**src/rtl/gate_sched_pkg.sv**
```systemverilog
// Shared opcode constants and FSM state encoding for the gate round-robin scheduler.
package gate_sched_pkg;

   localparam logic [1:0] OP_AND = 2'b00;
   localparam logic [1:0] OP_OR  = 2'b01;
   localparam logic [1:0] OP_NOT = 2'b10;
   localparam logic [1:0] OP_XOR = 2'b11;

   typedef enum logic [1:0] {
      IDLE = 2'd0,
      EXEC = 2'd1,
      RESP = 2'd2
   } state_t;

endpackage

```
**src/rtl/gate_rr_scheduler_gate_unit.sv**
```systemverilog
// Combinational AND/OR/NOT gate datapath shared by all requesters.
// GATE_SCHED_XOR_EN adds an XOR path for opcode 11; otherwise that opcode flags err.
module gate_unit
   import gate_sched_pkg::*;
#(
   parameter int W = 8
) (
   input  logic [1:0]   op,
   input  logic [W-1:0] x,
   input  logic [W-1:0] y,
   output logic [W-1:0] out,
   output logic         err
);

   always_comb begin
      out = '0;
      err = 1'b0;
      unique case (op)
         OP_AND: out = x & y;
         OP_OR:  out = x | y;
         OP_NOT: out = ~x;
         OP_XOR: begin
`ifdef GATE_SCHED_XOR_EN
            out = x ^ y;
`else
            err = 1'b1;
`endif
         end
         default: err = 1'b1;
      endcase
   end

endmodule

```
**src/rtl/gate_rr_scheduler.sv**
```systemverilog
// Round-robin scheduler sharing one gate_unit among NREQ valid/ready requesters.
// Define GATE_SCHED_XOR_EN to execute opcode 11 as XOR instead of returning an error.
module gate_rr_scheduler
   import gate_sched_pkg::*;
#(
   parameter int NREQ = 4,
   parameter int W = 8,
   localparam int IDW = $clog2(NREQ)
) (
   input  logic              clk,
   input  logic              rst,
   input  logic [NREQ-1:0]   req_valid,
   output logic [NREQ-1:0]   req_ready,
   input  logic [2*NREQ-1:0] req_op,
   input  logic [W*NREQ-1:0] req_x,
   input  logic [W*NREQ-1:0] req_y,
   output logic              rsp_valid,
   input  logic              rsp_ready,
   output logic [IDW-1:0]    rsp_id,
   output logic [W-1:0]      rsp_out,
   output logic              rsp_err
);

   state_t         state_q;
   state_t         state_d;
   logic [IDW-1:0] rr_ptr;
   logic [IDW-1:0] win_id;
   logic [IDW-1:0] grant_id;
   logic [IDW:0]   cand_w;
   logic           any_valid;
   logic           accept;
   logic           rsp_fire;
   logic [1:0]     sel_op;
   logic [W-1:0]   sel_x;
   logic [W-1:0]   sel_y;
   logic [1:0]     op_q;
   logic [W-1:0]   x_q;
   logic [W-1:0]   y_q;
   logic [W-1:0]   gu_out;
   logic           gu_err;

   // Search upward from the pointer, wrapping modulo NREQ; first valid requester wins.
   always_comb begin
      any_valid = 1'b0;
      win_id    = '0;
      cand_w    = '0;
      for (int k = 0; k < NREQ; k++) begin
         cand_w = {1'b0, rr_ptr} + (IDW+1)'(k);
         if (cand_w >= (IDW+1)'(NREQ)) begin
            cand_w = cand_w - (IDW+1)'(NREQ);
         end
         if (!any_valid && req_valid[cand_w[IDW-1:0]]) begin
            any_valid = 1'b1;
            win_id    = cand_w[IDW-1:0];
         end
      end
   end

   always_comb begin
      sel_op = '0;
      sel_x  = '0;
      sel_y  = '0;
      for (int i = 0; i < NREQ; i++) begin
         if (win_id == IDW'(i)) begin
            sel_op = req_op[2*i +: 2];
            sel_x  = req_x[W*i +: W];
            sel_y  = req_y[W*i +: W];
         end
      end
   end

   assign accept   = (state_q == IDLE) && any_valid && !rst;
   assign rsp_fire = (state_q == RESP) && rsp_ready;

   // Gating with rst keeps req_ready low while reset is held even though IDLE is combinational.
   always_comb begin
      req_ready = '0;
      if (accept) begin
         req_ready[win_id] = 1'b1;
      end
   end

   always_comb begin
      state_d = state_q;
      unique case (state_q)
         IDLE: begin
            if (accept) begin
               state_d = EXEC;
            end
         end
         EXEC: state_d = RESP;
         RESP: begin
            if (rsp_ready) begin
               state_d = IDLE;
            end
         end
         default: state_d = IDLE;
      endcase
   end

   always_ff @(posedge clk or posedge rst) begin
      if (rst) begin
         state_q <= IDLE;
      end else begin
         state_q <= state_d;
      end
   end

   always_ff @(posedge clk or posedge rst) begin
      if (rst) begin
         grant_id <= '0;
         op_q     <= OP_AND;
         x_q      <= '0;
         y_q      <= '0;
      end else if (accept) begin
         grant_id <= win_id;
         op_q     <= sel_op;
         x_q      <= sel_x;
         y_q      <= sel_y;
      end
   end

   gate_unit #(
      .W (W)
   ) u_gate_unit (
      .op  (op_q),
      .x   (x_q),
      .y   (y_q),
      .out (gu_out),
      .err (gu_err)
   );

   // Result registers load only in EXEC, so they hold steady through any RESP stall.
   always_ff @(posedge clk or posedge rst) begin
      if (rst) begin
         rsp_out <= '0;
         rsp_err <= 1'b0;
         rsp_id  <= '0;
      end else if (state_q == EXEC) begin
         rsp_out <= gu_out;
         rsp_err <= gu_err;
         rsp_id  <= grant_id;
      end
   end

   always_ff @(posedge clk or posedge rst) begin
      if (rst) begin
         rr_ptr <= '0;
      end else if (rsp_fire) begin
         if (grant_id == IDW'(NREQ-1)) begin
            rr_ptr <= '0;
         end else begin
            rr_ptr <= grant_id + 1'b1;
         end
      end
   end

   assign rsp_valid = (state_q == RESP);

endmodule

```
**config.mk**
```make
export PLATFORM = sky130hd
export DESIGN_NAME = gate_rr_scheduler
export DESIGN_NICKNAME = d
export VERILOG_FILES = /design/src/rtl/gate_sched_pkg.sv /design/src/rtl/gate_rr_scheduler_gate_unit.sv /design/src/rtl/gate_rr_scheduler.sv
export SDC_FILE = /design/constraint.sdc
export NUM_CORES = 1
export LEC_CHECK = 0
export BUFFER_PORTS_ARGS = -buffer_cell sky130_fd_sc_hd__buf_2
export CAP_MARGIN = 20
export CORE_MARGIN = 8
export CORE_UTILIZATION = 51
export DETAILED_ROUTE_END_ITERATION = 8
export PLACE_DENSITY = 0.83
export SYNTH_ARGS = -nofsm -noshare
export SYNTH_HDL_FRONTEND = slang
export SYNTH_SLANG_ARGS = --single-unit
```
**constraint.sdc**
```tcl
create_clock -name clk -period 4 [get_ports clk]
set_input_delay 0.6 -clock clk [delete_from_list [all_inputs] [get_ports clk]]
set_output_delay 0.6 -clock clk [all_outputs]
set_load 0.01 [all_outputs]
```
After elaboration in Yosys (flattened, before gate mapping)
Cells that the tools add are included.
{"block": "classes", "n_bitwise": 3, "reduce_logical": 15, "muxes": 41, "addsub": 8, "eq_ne": 11, "magnitude_cmp": 10}
{"op": "2-to-1 mux 8 bit", "count": 8}
{"op": "2-to-1 mux 2 bit", "count": 15}
{"op": "one-hot mux 8 bit (3 select lines)", "count": 1}
{"op": "< comparator 2 x 3 -> 1 bit, second input constant", "count": 5}
{"op": "== test 2 bit, second input constant", "count": 6}
{"op": "2-to-1 mux 1 bit", "count": 10}
{"op": ">= comparator 3 bit, second input constant", "count": 3}
{"op": "AND 8 bit", "count": 1}
{"op": "binary-select mux 1 bit (select 2 bit)", "count": 4}
{"op": "NOT 8 bit", "count": 1}
{"op": "bitwise OR 8 bit", "count": 1}
{"op": "subtractor 2 x 1 -> 2 bit, second input constant", "count": 4}
{"op": "logical AND 1 bit", "count": 7}
{"op": "adder 2 x 2 -> 3 bit, second input constant", "count": 2}
{"op": "== test 2 x 1 -> 1 bit, second input constant", "count": 3}
{"op": "logical NOT 2 bit", "count": 3}
{"op": "one-hot mux 2 bit (3 select lines)", "count": 1}
{"op": "logical NOT 1 bit", "count": 4}
{"op": "2-to-1 mux 4 bit", "count": 1}
{"op": "adder 2 x 1 -> 3 bit, second input constant", "count": 1}
{"op": ">= comparator 2 x 3 -> 1 bit, second input constant", "count": 1}
{"op": "adder 2 x 1 -> 2 bit, second input constant", "count": 1}
{"op": "demux 1 bit (select 2 bit)", "count": 1}
{"op": ">= comparator 2 x 1 -> 1 bit, second input constant", "count": 1}
{"op": "other kinds (3)", "count": 3}
{"block": "word_totals", "register_bits": 35, "wordCells": 97, "output_inout_bits": 16, "inputBits": 79}

Logic depth before layout (Yosys ltp)
Gate-level depths: netlist of the first run.
{"block": "depth", "depth_word": 19, "depth_mapped": 7}

Hierarchy
A second synthesis of the first run with hierarchy kept.
{"block": "hier_totals", "cells_unflattened": 185, "area_unflattened_um2": 2173.3}
{"mod": "gate_rr_scheduler", "seq_area_each_um2": 875.8, "area_each_um2": 1965.6, "instances": 1, "cells_each": 164}
{"mod": "gate_unit", "seq_area_each_um2": 0.0, "area_each_um2": 207.7, "instances": 1, "cells_each": 21}

Worst setup path after synthesis of the first run
Ideal clock, no wire load.
{"block": "synth_timing", "kind": "input to output", "from": "input port rst", "to": "output port req_ready[1]", "path_stages": 5, "arrival_time_ns": 1.768, "setup_slack_ns": 1.632, "path_cell_list": "or4_1 buf_2 or2_4 buf_6 nor2_1"}
{"block": "synth_between", "elab_chain_cells": 3}
{"item": "from (decl)", "line": "gate_rr_scheduler.sv:11", "text": "input logic rst,"}
{"item": "logical NOT 1 bit (no line)"}
{"item": "logical AND 1 bit", "line": "gate_rr_scheduler.sv:72", "text": "assign accept = (state_q == IDLE) && any_valid && !rst;"}
{"item": "2-to-1 mux 4 bit", "line": "gate_rr_scheduler.sv:78", "text": "if (accept) begin"}
{"item": "to (decl)", "line": "gate_rr_scheduler.sv:13", "text": "output logic [NREQ-1:0] req_ready,"}
Every way passes these cells.

Worst setup path in the final report of the first run
{"block": "layout_timing", "from": "input port req_valid[1]", "to": "output port req_ready[2]"}
{"block": "layout_between", "elab_chain_cells": 17, "word_cells_on_any_way": 30, "cone_classes": "2 x order compare; 19 x mux; 9 x reduce/logical"}
{"item": "from (decl)", "line": "gate_rr_scheduler.sv:12", "text": "input logic [NREQ-1:0] req_valid,"}
{"item": "binary-select mux 1 bit (select 2 bit)", "line": "gate_rr_scheduler.sv:52", "text": "if (!any_valid && req_valid[cand_w[IDW-1:0]]) begin"}
{"item": "2-to-1 mux 1 bit (implied by the code)", "line": "gate_rr_scheduler.sv:52"}
{"item": "2-to-1 mux 1 bit", "line": "gate_rr_scheduler.sv:52"}
{"item": "logical NOT 1 bit", "line": "gate_rr_scheduler.sv:52"}
{"item": "logical AND 1 bit", "line": "gate_rr_scheduler.sv:52"}
{"item": "2-to-1 mux 1 bit", "line": "gate_rr_scheduler.sv:52"}
{"item": "logical NOT 1 bit", "line": "gate_rr_scheduler.sv:52"}
{"item": "logical AND 1 bit", "line": "gate_rr_scheduler.sv:52"}
{"item": "2-to-1 mux 1 bit", "line": "gate_rr_scheduler.sv:52"}
{"item": "logical NOT 1 bit", "line": "gate_rr_scheduler.sv:52"}
{"item": "logical AND 1 bit", "line": "gate_rr_scheduler.sv:52"}
{"item": "2-to-1 mux 2 bit", "line": "gate_rr_scheduler.sv:52"}
{"item": "< comparator 2 x 3 -> 1 bit (implied by the code) or >= comparator 2 x 1 -> 1 bit (tied branches)", "line": "gate_rr_scheduler.sv:79", "text": "req_ready[win_id] = 1'b1;"}
{"item": "logical AND 1 bit (implied by the code)", "line": "gate_rr_scheduler.sv:79"}
{"item": "2-to-1 mux 1 bit (implied by the code)", "line": "gate_rr_scheduler.sv:79"}
{"item": "demux 1 bit (select 2 bit)", "line": "gate_rr_scheduler.sv:79"}
{"item": "2-to-1 mux 4 bit *", "line": "gate_rr_scheduler.sv:78"}
Every way passes the cells marked *; elsewhere a longest branch is shown, timed or not. The select of a mux whose other input is x is not followed.

==> results of run 1 <==
==> flip-flops by register name (all words and copies together), names as in the netlist <==
signal,cells
op_q,2
rsp_out,8
state_q,2
rr_ptr,2
x_q,8
rsp_err,1
rsp_id,2
grant_id,2
y_q,8
==> placed cells by master, fill, tap and decap left out <==
master    synthesis  final
buf_2             4     94
nand2_1          39     39
mux2i_1          36     36
dfrtp_1          35     35
o21ai_0          22     22
o221ai_2         17     17
nor2_1           14     14
a21oi_1           7      7
clkbuf_8          0      6
nand2b_1          4      4
inv_1             4      4
maj3_1            3      3
mux2_2            3      3
buf_4             1      3
nor2b_1           2      2
o221ai_1          2      2
nor4_1            1      1
or4_1             1      1
inv_2             1      1
a21boi_0          1      1
o32a_2            0      1
or2_4             1      1
o21ai_1           1      1
o31ai_1           1      1
ha_1              1      1
clkinv_2          0      1
==> cells by family (layout without fill, tap and decap cells) <==
group	after synthesis	in the layout
muxes	39	39
buffers and inverters	21	109
AOI/OAI and AO/OA	52	52
and+or+nand+nor	62	62
DFF	35	35
adders and majority gates	4	4
==> cells in the mapped netlist, types with 2 or more instances <==
master	instances
mux2_2	3
nor2b_1	2
nand2b_1	4
o221ai_2	17
inv_1	4
o21ai_0	22
buf_2	4
clkbuf_1	7
buf_6	4
mux2i_1	36
a21oi_1	7
nor2_1	14
o221ai_1	2
dfrtp_1	35
nand2_1	39
maj3_1	3
==> per-layer routing <==
layer	wire length, um	track usage, %	up-vias
li1	-	-	943
met3	330	4.64	8
met2	2810	28.7	64
met1	2220	20.4	872
met5	0	0	-
met4	102	6.43	0
==> stage by stage <==
step,utilization [%],setup slack [ns]
5_1_grt,66.6,0.751
6_report,66.6,0.928
2_1_floorplan,-,1.63
3_5_place_dp,64.4,0.929
3_3_place_gp,64.4,0.952
4_1_cts,66.6,0.912
==> worst max-delay path by stage <==
stage                       from      endpoint  slack [ns]  depth (start not counted)
floorplan                    rst  req_ready[1]        1.63                          5
global placement    req_valid[1]  req_ready[2]        0.95                          7
detailed placement  req_valid[1]  req_ready[2]        0.93                          7
CTS                 req_valid[1]  req_ready[2]        0.91                          7
global route        req_valid[1]  req_ready[0]        0.75                          7
finish              req_valid[1]  req_ready[2]        0.93                          7
==> power breakdown <==
part	internal (mW)	leakage, nW	switching [mW]
clock	0.135	0.0470	0.120
combinational	0.380	0.869	0.459
sequential	0.518	0.440	0.144
==> worst reg2reg max path, cell delays in order, from the launching register on <==
cell	delay [ns]
dfrtp_1	0.39
or4_1	0.89
inv_2	0.16
nand2_1	0.37
buf_4	0.36
o221ai_1	0.20
==> cell type report <==
cell class | count | area, sq um
Clock buffer | 6 | 82.6
Clock inverter | 1 | 5.00
Fill cell | 350 | 1350
Inverter | 5 | 18.8
Multi-Input combinational cell | 157 | 1140
Sequential cell | 35 | 876
Tap cell | 50 | 62.6
Timing Repair Buffer | 97 | 493
==> impl_results.md, run 1 <==
- Die Height: around 81 um
- Area contributors post-synth: dfrtp_1 41%, mux2i_1 17%, o221ai_2 12%
- Post-Syn Area: 0.00214 sq mm
- Initial antenna violation count: 0
- Rows: 23
- CTS tree: done
- Clk root buf: clkbuf_8
- Post-synthesis compound-gate area fraction: around a fifth
- Most frequent CP cell: buf_2
- Post-Syn Nets: ~300
- Nature of the critical path startpoint: input pin
- Port bufs: 94
- Clk_skew: between 0.004 and 0.005 ns
- R2R depth: 5
- R2r startpoint: state_q[1]
- Final Max Tran Viols: 0
- Main combinational cell family by area after synthesis: compound AO/OA/AOI/OAI gates
- Max clock buf depth: 2
- Area post-placement: around 0.0026 sq mm
- CTS resizes: 0
- First-pass GRT wire length: a little under 9 mm
- Slew Limit Headroom: between 50% and 60%
- Syn. warnings: 0
- Leak pwr: approximately 1.4 nW
- Synth Flop Type: dfrtp_1
- Mux contribution to synthesized area: between 10% and 20%
- Final instance area: between 0.002 and 0.003 sq mm
- CP max FO: 23
- I/O Pins: 95
- Final min period: about 3.1 ns
- Clock-pin slew on the worst setup and hold paths: ~0.070 ns
- Final Hold Vio Count: 0
- Vias per cell: roughly 5.4
- R2r setup slk: approximately 1.6 ns
- H-tree levels: 2
- Setup Fix Bufs, Post-CTS: 0
- Syn Inst Count: roughly 210
- Critical R2R Capture: y_q[0]
- Post-Synth XOR/XNOR Area: 0%
- # DRC: 0
- CP Class: in -> out
- Final TNS setup: 0 ns
- Post-synthesis adder-cell area fraction: between 1.5 and 2%
- Register bit total from synthesis: 35
- Overflow after GRT: 0
- Pin count of the biggest net entering global routing: 27
- Drt pass-1 iters: 4
- Count of final setup violators: 0
- Overall Power: between 1.5 and 2 mW
- PwrDens: 654 mW/mm^2
- Proportion of layout cells with a drive suffix above 1: 42.2%
- Placer Congestion: between 0.7 and 0.8
- Synth Area in Simple Gates: approximately 12%
- Final cell count without fillers: roughly 350
- CP Capture Type: output pin
- Status: completed
- CTS Hold Bufs: 0
- Crit path buffers/inverters: 3
- Vias: about 1900
- Cell taking the most area after synthesis: dfrtp_1
- Die Wd: about 81 um
- Total number of clock tree sinks: 35
- Post-DP HPWL: 4.28 mm
- Worst-margin pin slew: 0.728 ns
- Routed wire length: between 5 and 6 mm
- Slowest CP cell: or4_1
- Required @ worst endpoint: between 3 and 4 ns
- Clock Latency Late Sink: 0.29 ns
- NumNets Final: 381
- Die ar.: roughly 0.0065 sq mm
- Max VDD drop: about 0.00035 V
- Syn Area/Cell: about 10 sq um
- Placed Instances: approximately 340
- Starting DRT DRC Count: around 60
- F_max: ~330 MHz
- Tcrit/Tclk final: between 70% and 80%
- Area share of the largest cell type after synthesis: between 40% and 50%
- RSZ-0062 raised after global routing: no
- Sequential-to-total area share from yosys stat: between 40 and 50%
- Delay-heaviest family, CP: simple AND/OR/NAND/NOR gates
- CTS buffer count: 5
- Number of synthesized flops with an enable pin: 0
- Post-synth ARST share: 100%
- Final hold slack: 0.382 ns
- Post-DRT Antenna Nets: 0
- Hold WC Path Type: in -> async
- Layout area overhead: 25.5%
- Yosys cell types: 26
- Maxcap violations: 0
- Worst EP arrival: between 2 and 2.5 ns
- Ant. Diodes: 0
- GRT Total Usage: 17.1%
- Initial core utilization: a little over half
- Vias in the first global route: 1936
- Drt wl/cell: roughly 16 um
- Core area: around 0.0040 sq mm
- Max incr delay on CP: approximately 0.63 ns
- Crit path cell chain: buf_2 -> nor4_1 -> or4_1 -> inv_2 -> nand2_1 -> nor2_1 -> buf_2
Note: power is estimated with default switching activity, not from simulation.
==> run 2, diff against run 1 <==
Settings changed: CORE_UTILIZATION 51 to 43, PLACE_DENSITY 0.83 to 0.75.
Clock period 4 ns to 2.7 ns, I/O delays scaled along.
==> run 2 against run 1 <==
Sequential power grew 48%. Critical path depth shrank 2. First-iteration DRC count shrank 46%. Via count down 3.4%. Worst setup slack worse by 0.59 ns. Count of clock-buffer cells in the layout increased by 2. Sequential share of layout area down 0.64 points. Global-route usage is 2.7 points lower. Die area is 15% higher. Sequential cell count did not move. Critical endpoint unchanged. Highest routed layer unchanged.
==> impl_results.md, run 2 (synthesis results as in run 1) <==
- Status: completed
- Crit path cell chain: or4_1 -> inv_2 -> nand2_1 -> nor2_1 -> buf_2
- Core area: 0.00475 sq mm (+18%)
- CP Capture Type: output pin
- Final-layout fill cell count: 446 (+27%)
- Final core occ: 57.6% (-9.0 points)
- Uppermost layer routed: met4
- Tcrit/Tclk final: between 80% and 90%
- CTS Hold Bufs: 0 (unchanged)
- Layout area overhead: 28.0%
- Clock Latency Late Sink: 0.28 ns (about the same)
- Final min period: 2.36 ns
- WL met3: 270 um (-18%)
- Regs by FF count: rsp_out (8), x_q (8), y_q (8)
- Proportion of layout cells with a drive suffix above 1: 42.2% (+0.052 points)
- Drt wl/cell: 14.2 um (-8.8%)
- Ant. Diodes: 0 (unchanged)
- CTS buffer count: 5 (unchanged)
- Delay-heaviest family, CP: simple AND/OR/NAND/NOR gates
- Setup ws final: 0.342 ns (-0.587 ns)
- Clock-pin slew on the worst setup and hold paths: 0.07 ns (about the same)
- Final Max Tran Viols: 0 (unchanged)
- Rows: 25 (+8.7%)
- Hold WC Path Type: in -> async
- Max VDD drop: 0.000388 V (+11%)
- H-tree levels: 2 (unchanged)
- Final TNS setup: 0 ns (unchanged)
- Slowest CP cell: or4_1
- Pin count of the biggest net entering global routing: 36 (+33%)
- Drt pass-1 iters: 3 (-1)
- Crit path buffers/inverters: 2 (-1)
- Leak pwr: 1.37 nW (+0.97%)
- Vias in the first global route: 1967 (+1.6%)
- NumNets Final: 382 (+0.26%)
- First-pass GRT wire length: 8.52 mm (-3.2%)
- Area post-placement: 0.00264 sq mm (+1.6%)
- Final Hold Vio Count: 0 (unchanged)
- Commonest non-fill, non-tap cells in the layout: 94 x buf_2, 39 x nand2_1, 36 x mux2i_1
- Most common cell after layout, fill and taps aside: buf_2
- Slew Limit Headroom: 57.1% (+5.7 points)
- WL met1: 2.28 mm (+2.7%)
- Placer Congestion: 0.727 (-8.1%)
- Initial antenna violation count: 0 (unchanged)
- PwrDens: 963 mW/mm^2 (+47%)
- Vias per cell: 4.92 (-8.4%)
- RSZ-0062 raised after global routing: no
- Die ar.: 0.00748 sq mm (+15%)
- Overflow after GRT: 0 (unchanged)
- Initial core utilization: 44.9% (-8.1 points)
- Max clock buf depth: 2 (unchanged)
- GRT Total Usage: 14.4% (-2.7 points)
- Clk root buf: clkbuf_8
- Total number of clock tree sinks: 35 (unchanged)
- CP max FO: 10 (-57%)
- Worst-margin pin slew: 0.643 ns (-0.0848 ns)
- Die Wd: 86.5 um (+7.1%)
- Post-DP HPWL: 4.11 mm (-3.8%)
- F_max: approximately 420 MHz
- Count of final setup violators: 0 (unchanged)
- Worst EP arrival: 1.95 ns (-0.52 ns)
- Place WS: 0.540 ns (-0.390 ns)
- Starting DRT DRC Count: 33 (-46%)
- Post-DRT Antenna Nets: 0 (unchanged)
- CTS resizes: 0 (unchanged)
- Required @ worst endpoint: 2.30 ns (-1.10 ns)
- # DRC: 0 (unchanged)
- Routed wl met2: 2.63 mm (-6.4%)
- Setup Fix Bufs, Post-CTS: 0 (unchanged)
- Nature of the critical path startpoint: flip-flop
- Maxcap violations: 0 (unchanged)
- CP Class: reg -> out
- Routed wire length: 5.26 mm (-3.8%)
- Clk_skew: 0.00413 ns (-0.000663 ns)
- Max incr delay on CP: 0.59 ns (-0.04 ns)
- CTS tree: done
- I/O Pins: 95 (unchanged)
- Die Height: 86.5 um (+7.1%)
- Vias: 1822 (-3.4%)
- Final instance area: 0.00274 sq mm (+2.0%)
- Port bufs: 94 (unchanged)
## run 2: stage by stage
step                      std cells  hold WS [ns]  total power, mW
final                           370         0.216             2.64
after global routing            370         0.265             2.87
after CTS                       370         0.233             2.68
after detailed placement        362         0.468             2.25
after global placement          362         0.458             2.22
after floorplan                 213         0.449             1.93
## run 2: metal layers
metal / global-route usage [%] / up-vias
li1: - / 945
met5: 0 / -
met3: 4.63 / 6
met1: 16.5 / 819
met2: 24.7 / 52
met4: 5.01 / 0
## run 2: power breakdown
part	internal, mW	switching, mW	leakage, nW
Combinational	0.584	0.664	0.877
Clock	0.233	0.180	0.0515
Sequential	0.767	0.208	0.440
Total	1.58	1.05	1.37
## run 2: path summary, 6_finish.rpt
kind                                 to  cells past startpoint  slack, ns       start
setup reg to reg                 x_q[6]                      5       0.74  state_q[1]
min in group clk             state_q[1]                      2       0.35   rsp_ready
hold / removal               rsp_out[2]                      3       0.22         rst
setup / recovery           req_ready[2]                      5       0.34  state_q[1]
hold reg to reg              rsp_out[1]                      2       0.47  rsp_out[1]
max in group asynchronous    rsp_out[7]                      3       2.18         rst
## run 2: worst min-delay path, stage by stage
cell   delay [ns]
buf_2        0.10
inv_1        0.04
buf_4        0.37
## run 2: layout make-up
class | count | area, sq um | share of cell area, %
clock buffer | 8 | 100 | 3.66
inverter | 5 | 18.8 | 0.686
multi-input combinational | 157 | 1140 | 41.8
sequential | 35 | 876 | 32.0
tap | 67 | 83.8 | 3.06
timing repair buffer | 98 | 513 | 18.7
